$ cat src/rtl/seq_buffer.sv
// Record-and-replay sequence store: entries are appended at the tail, then
// read back in order (playback) and/or compared in order against expected data (check).
module seq_buffer #(
  parameter int WIDTH = 6,
  parameter int DEPTH = 30,
  localparam int AW = $clog2(DEPTH),
  localparam int LW = $clog2(DEPTH + 1)
) (
  input  logic             clk,
  input  logic             rst_n,
  input  logic             clr,
  input  logic             rewind,
  input  logic             wr_en,
  input  logic [WIDTH-1:0] wr_data,
  input  logic             rd_en,
  input  logic             chk_en,
  input  logic [WIDTH-1:0] chk_data,
  output logic [WIDTH-1:0] rd_data,
  output logic             rd_valid,
  output logic [AW-1:0]    rd_idx,
  output logic             rd_last,
  output logic             chk_hit,
  output logic             chk_miss,
  output logic             chk_done,
  output logic [LW-1:0]    len,
  output logic             full,
  output logic             empty,
  output logic             wr_err
);

  logic [WIDTH-1:0] mem [DEPTH];

  // Pointers are LW wide so they can sit at len (one past the last entry).
  logic [LW-1:0]    len_q, len_d;
  logic [LW-1:0]    rd_ptr_q, rd_ptr_d;
  logic [LW-1:0]    chk_ptr_q, chk_ptr_d;
  logic [WIDTH-1:0] rd_data_q, rd_data_d;
  logic [AW-1:0]    rd_idx_q, rd_idx_d;
  logic             rd_valid_q, rd_valid_d;
  logic             rd_last_q, rd_last_d;
  logic             chk_hit_q, chk_hit_d;
  logic             chk_miss_q, chk_miss_d;
  logic             chk_done_q, chk_done_d;
  logic             wr_err_q, wr_err_d;
  logic             mem_we;

  logic [LW-1:0]    last_idx;
  logic             rd_in_range;
  logic             chk_in_range;
  logic             has_room;
  logic [WIDTH-1:0] rd_word;
  logic [WIDTH-1:0] chk_word;

  assign last_idx     = len_q - LW'(1);
  assign rd_in_range  = rd_ptr_q < len_q;
  assign chk_in_range = chk_ptr_q < len_q;
  assign has_room     = len_q < LW'(DEPTH);
  assign rd_word      = mem[rd_ptr_q[AW-1:0]];
  assign chk_word     = mem[chk_ptr_q[AW-1:0]];

  // NOTE: every output of this block gets a default first, so no path leaves
  // a signal unassigned and no latch is inferred.
  always_comb begin
    len_d      = len_q;
    rd_ptr_d   = rd_ptr_q;
    chk_ptr_d  = chk_ptr_q;
    rd_data_d  = rd_data_q;
    rd_idx_d   = rd_idx_q;
    rd_valid_d = 1'b0;
    rd_last_d  = 1'b0;
    chk_hit_d  = 1'b0;
    chk_miss_d = 1'b0;
    chk_done_d = 1'b0;
    wr_err_d   = 1'b0;
    mem_we     = 1'b0;

    if (clr) begin
      len_d     = '0;
      rd_ptr_d  = '0;
      chk_ptr_d = '0;
    end else begin
      if (rewind) begin
        rd_ptr_d  = '0;
        chk_ptr_d = '0;
      end else begin
        if (rd_en && rd_in_range) begin
          rd_valid_d = 1'b1;
          rd_data_d  = rd_word;
          rd_idx_d   = rd_ptr_q[AW-1:0];
          rd_last_d  = (rd_ptr_q == last_idx);
          rd_ptr_d   = rd_ptr_q + LW'(1);
        end

        if (chk_en) begin
          if (chk_in_range && (chk_data == chk_word)) begin
            chk_hit_d  = 1'b1;
            chk_done_d = (chk_ptr_q == last_idx);
            chk_ptr_d  = chk_ptr_q + LW'(1);
          end else begin
            chk_miss_d = 1'b1;
          end
        end
      end

      // Read and check above used the pre-write len: a same-cycle append
      // becomes visible only from the next cycle.
      if (wr_en) begin
        if (has_room) begin
          mem_we = 1'b1;
          len_d  = len_q + LW'(1);
        end else begin
          wr_err_d = 1'b1;
        end
      end
    end
  end

  // NOTE: sequential state uses non-blocking assignments so every register
  // samples the pre-edge values, independent of statement order.
  always_ff @(posedge clk or negedge rst_n) begin
    if (!rst_n) begin
      len_q      <= '0;
      rd_ptr_q   <= '0;
      chk_ptr_q  <= '0;
      rd_data_q  <= '0;
      rd_idx_q   <= '0;
      rd_valid_q <= 1'b0;
      rd_last_q  <= 1'b0;
      chk_hit_q  <= 1'b0;
      chk_miss_q <= 1'b0;
      chk_done_q <= 1'b0;
      wr_err_q   <= 1'b0;
    end else begin
      len_q      <= len_d;
      rd_ptr_q   <= rd_ptr_d;
      chk_ptr_q  <= chk_ptr_d;
      rd_data_q  <= rd_data_d;
      rd_idx_q   <= rd_idx_d;
      rd_valid_q <= rd_valid_d;
      rd_last_q  <= rd_last_d;
      chk_hit_q  <= chk_hit_d;
      chk_miss_q <= chk_miss_d;
      chk_done_q <= chk_done_d;
      wr_err_q   <= wr_err_d;
    end
  end

  // NOTE: the storage array has no reset; entries beyond len are never
  // observable, so clearing them would only cost reset fan-out.
  always_ff @(posedge clk) begin
    if (mem_we) begin
      mem[len_q[AW-1:0]] <= wr_data;
    end
  end

  assign rd_data  = rd_data_q;
  assign rd_valid = rd_valid_q;
  assign rd_idx   = rd_idx_q;
  assign rd_last  = rd_last_q;
  assign chk_hit  = chk_hit_q;
  assign chk_miss = chk_miss_q;
  assign chk_done = chk_done_q;
  assign len      = len_q;
  assign full     = (len_q == LW'(DEPTH));
  assign empty    = (len_q == '0);
  assign wr_err   = wr_err_q;

endmodule

$ cat config.mk
export PLATFORM = sky130hd
export DESIGN_NAME = seq_buffer
export DESIGN_NICKNAME = d
export VERILOG_FILES = /design/src/rtl/seq_buffer.sv
export SDC_FILE = /design/constraint.sdc
export NUM_CORES = 1
export LEC_CHECK = 0
export CAP_MARGIN = 20
export CORE_MARGIN = 1
export CORE_UTILIZATION = 30
export DETAILED_ROUTE_END_ITERATION = 10
export GPL_TIMING_DRIVEN = 0
export HOLD_SLACK_MARGIN = 0.03
export PLACE_DENSITY = 0.43
export SETUP_SLACK_MARGIN = 0.05
export SLEW_MARGIN = 15
export SYNTH_ARGS = -nofsm -noshare
export SYNTH_HDL_FRONTEND = slang
export SYNTH_SLANG_ARGS = --single-unit
$ cat constraint.sdc
create_clock -name clk -period 4.1 [get_ports clk]
set_clock_uncertainty 0.05 [all_clocks]
set_input_delay 1.23 -clock clk [delete_from_list [all_inputs] [get_ports clk]]
set_output_delay 1.23 -clock clk [all_outputs]
set_load 0.01 [all_outputs]
==> results_dict.tcl <==
set metrics [dict create \
    final_cells 1220 \
    grt_pass1_wl_um 48820 \
    vdd_drop_max_uv 290.5 \
    worst_path_most_repeated_cell "buf_2" \
    worst_slew_pin_slew_ns 1.003 \
    start_kind "register" \
    core_area_sq_um 33870 \
    grtUsageTotal 0.1934 \
    synthFlopType "edfxtp_1" \
    port-buffer-count 41 \
    criticalPathCategory "register to register" \
    cts_hold_buf 0 \
    met2_length_um 16260 \
    clock_latency_ns 0.52 \
    status "completed" \
    slowest_stage "or4_1" \
    seq_area_frac_synth 0.5953 \
    drcViolationCount 0 \
    place_inst 1176 \
    final_common_cell "edfxtp_1" \
    worstPathBufferInverterCount 3 \
    clk_pin_slew_worst_paths_ns 0.06 \
    cp_cell_sequence "buf_2 > buf_2 > and2_1 > clkbuf_1 > a22oi_1 > nand3_1 > o211ai_1 > xor2_1 > or4_1 > o21ai_0 > a21oi_1" \
    die_y_um 188.4 \
    synth_area_sq_um 10420 \
    p_leak_nw 3.769 \
    critPathMaxStageDelay_ns 0.57 \
    yosysUniqueCellTypes 51 \
    antenna_found_initial 0 \
    final_layout_size_suffix_gt1_frac 0.1852 \
    drt_iter0_markers 730 \
    cts_setup_buffers 0 \
    cts_resized 2 \
    fmax_ghz 0.2598 \
    setup_viol_count_final 0 \
    pwr-share-seq 0.501 \
    synth_cells 683 \
    rows 67 \
    drv_slew 0 \
    layout.nets 790 \
    grt_max_degree 33 \
    dieArea_sq_um 35500 \
    p_switching_w 0.001082 \
    cp_max_fo 10 \
    overflow 0 \
    p_per_area_nw_per_um2 391.8 \
    io_pins 43 \
    switching_share 0.2266 \
    viasPerCell 5.391 \
    async_flop_share 0.1509 \
    mostFrequentLayoutCells "edfxtp_1, mux2i_1, mux4_2" \
    p_clk_frac 0.429 \
    htree_levels 1 \
    drtAntennaViolNets 0 \
    total_power_w 0.004772 \
    cp.required_ns 4.43 \
    crit_arrival_ns 4.18 \
    drt-total-wl_um 33870 \
    syn-num-nets 719 \
    period_needed_ns 3.849 \
    syn_to_final_growth_pct 16.83 \
    vias 6577 \
    synth_edf_count 180 \
    num_antenna_cells 0 \
    grt_pass1_vias 6659 \
    cts_tree "built" \
    wl_per_cell_um 27.76 \
    ctsRootBufferMaster "clkbuf_16" \
    syn_area_per_cell_sq_um 15.26 \
    yosysWarnings 0 \
    combPwrFrac 0.070 \
    met3WireLength_um 2203 \
    endpoint_kind "register" \
    slew_headroom 0.3313 \
    start_util 0.3078 \
    cts.path.max_buffers 3 \
    synth-seq-cells 212 \
    rsz0062_at_grt "false" \
    dp_hpwl_um 24630 \
    hold_violations 0 \
    drtPass1Iterations 6 \
    top_layer_used "met4" \
    die_x_um 188.4 \
    period_share 0.9387 \
    hold_class "register to register" \
    drt-met1-wl_um 14650 \
    cts_sinks 212 \
    fin_util 0.3596 \
    cts_buffers 24 \
    cap_violations 0 \
    gp_congestion 0.8484 \
    cp_top_family "buffers and inverters" \
    intPower_w 0.003691 \
]
## logic make-up (layout without fill, tap and decap cells)
logic type      Yosys count  in the layout  share of synthesized area
fa+ha+maj                17             17                    0.02040
simple gates            155            155                    0.07273
buf+inv                  58            147                    0.02460
flops                   212            212                     0.5953
compound gates           64             64                    0.03925
mux                     152            152                     0.2267
xor+xnor                 25             25                    0.02100
## synthesized netlist by cell type (3+ instances only)
cell type	number	area (sq um)
or4_1	4	30.03
nand3_1	20	100.1
nand4_1	15	93.84
clkbuf_1	24	90.09
nand2_1	37	138.9
mux4_2	66	1486
o21a_1	3	22.52
edfxtp_1	180	5405
mux2_2	12	135.1
ha_1	17	212.7
nor2b_1	7	43.79
a21oi_1	15	75.07
buf_4	4	30.03
nor3_1	3	15.01
xnor2_1	19	166.4
nor2_1	50	187.7
xor2_1	6	52.55
buf_1	7	26.28
mux2i_1	73	730.7
buf_2	7	35.03
o21ai_0	14	70.07
inv_1	13	48.80
dfrtp_1	32	800.8
a22oi_1	17	127.6
a211oi_1	3	22.52
## cell type report
class / count / area, sq um
fill: 3284 / 21690
timing repair buffer: 45 / 449.2
multi-input combinational: 413 / 3965
clock buffer: 28 / 636.9
inverter: 14 / 52.55
tap: 448 / 560.5
buffer: 44 / 206.4
clock inverter: 16 / 102.6
sequential: 212 / 6206
## per-layer routing
metal,track usage,up-vias
met1,0.2684,3426
met5,0,-
li1,-,2820
met3,0.02775,37
met4,0.05025,0
met2,0.3173,294
## tightest hold or removal path: cells and delay by family, from the launching register on
family	cells	cell delay, ns
flops	1	0.34
compound gates	1	0.06
simple gates	1	0.05
## stage by stage
stage | setup slack [ns] | hold slack (ns) | TNS (ns) | cell area [sq um]
2_1_floorplan | 0.7765 | 0.4662 | 0 | 10430
3_3_place_gp | -0.5757 | 0.4193 | -5.781 | 11400
3_5_place_dp | -0.1440 | 0.4216 | -0.5628 | 11450
4_1_cts | 0.09673 | 0.4348 | 0 | 12200
5_1_grt | 0.1277 | 0.4557 | 0 | 12180
6_report | 0.2513 | 0.4278 | 0 | 12180
## state kept, by name, summed over array words and instances, names as in the netlist, 5 cells and up
name	count
chk_ptr_q	5
rd_data	6
mem	180
len	5
rd_idx	5
rd_ptr_q	5
## final timing paths
check,start,endpoint,slack [ns],depth (start not counted)
worst max-delay path,chk_ptr_q[1],chk_ptr_q[0],0.25,11
worst min-delay path,rd_data[1],rd_data[1],0.43,2
worst max register to register,chk_ptr_q[1],chk_ptr_q[0],0.25,11
worst min register to register,rd_data[1],rd_data[1],0.43,2
max in group asynchronous,rst_n,rd_ptr_q[1],2.80,1
min in group asynchronous,rst_n,len[2],0.73,1
## power by group through the flow
stage	sequential [W]	clock, W	combinational, W
finish	0.00239	0.00205	0.000334
global route	0.00240	0.00217	0.000364
CTS	0.00239	0.00208	0.000342
detailed placement	0.00244	0	0.000341
global placement	0.00244	0	0.000332
floorplan	0.00245	0	0.000151
Note: power is estimated with default switching activity, not from simulation.
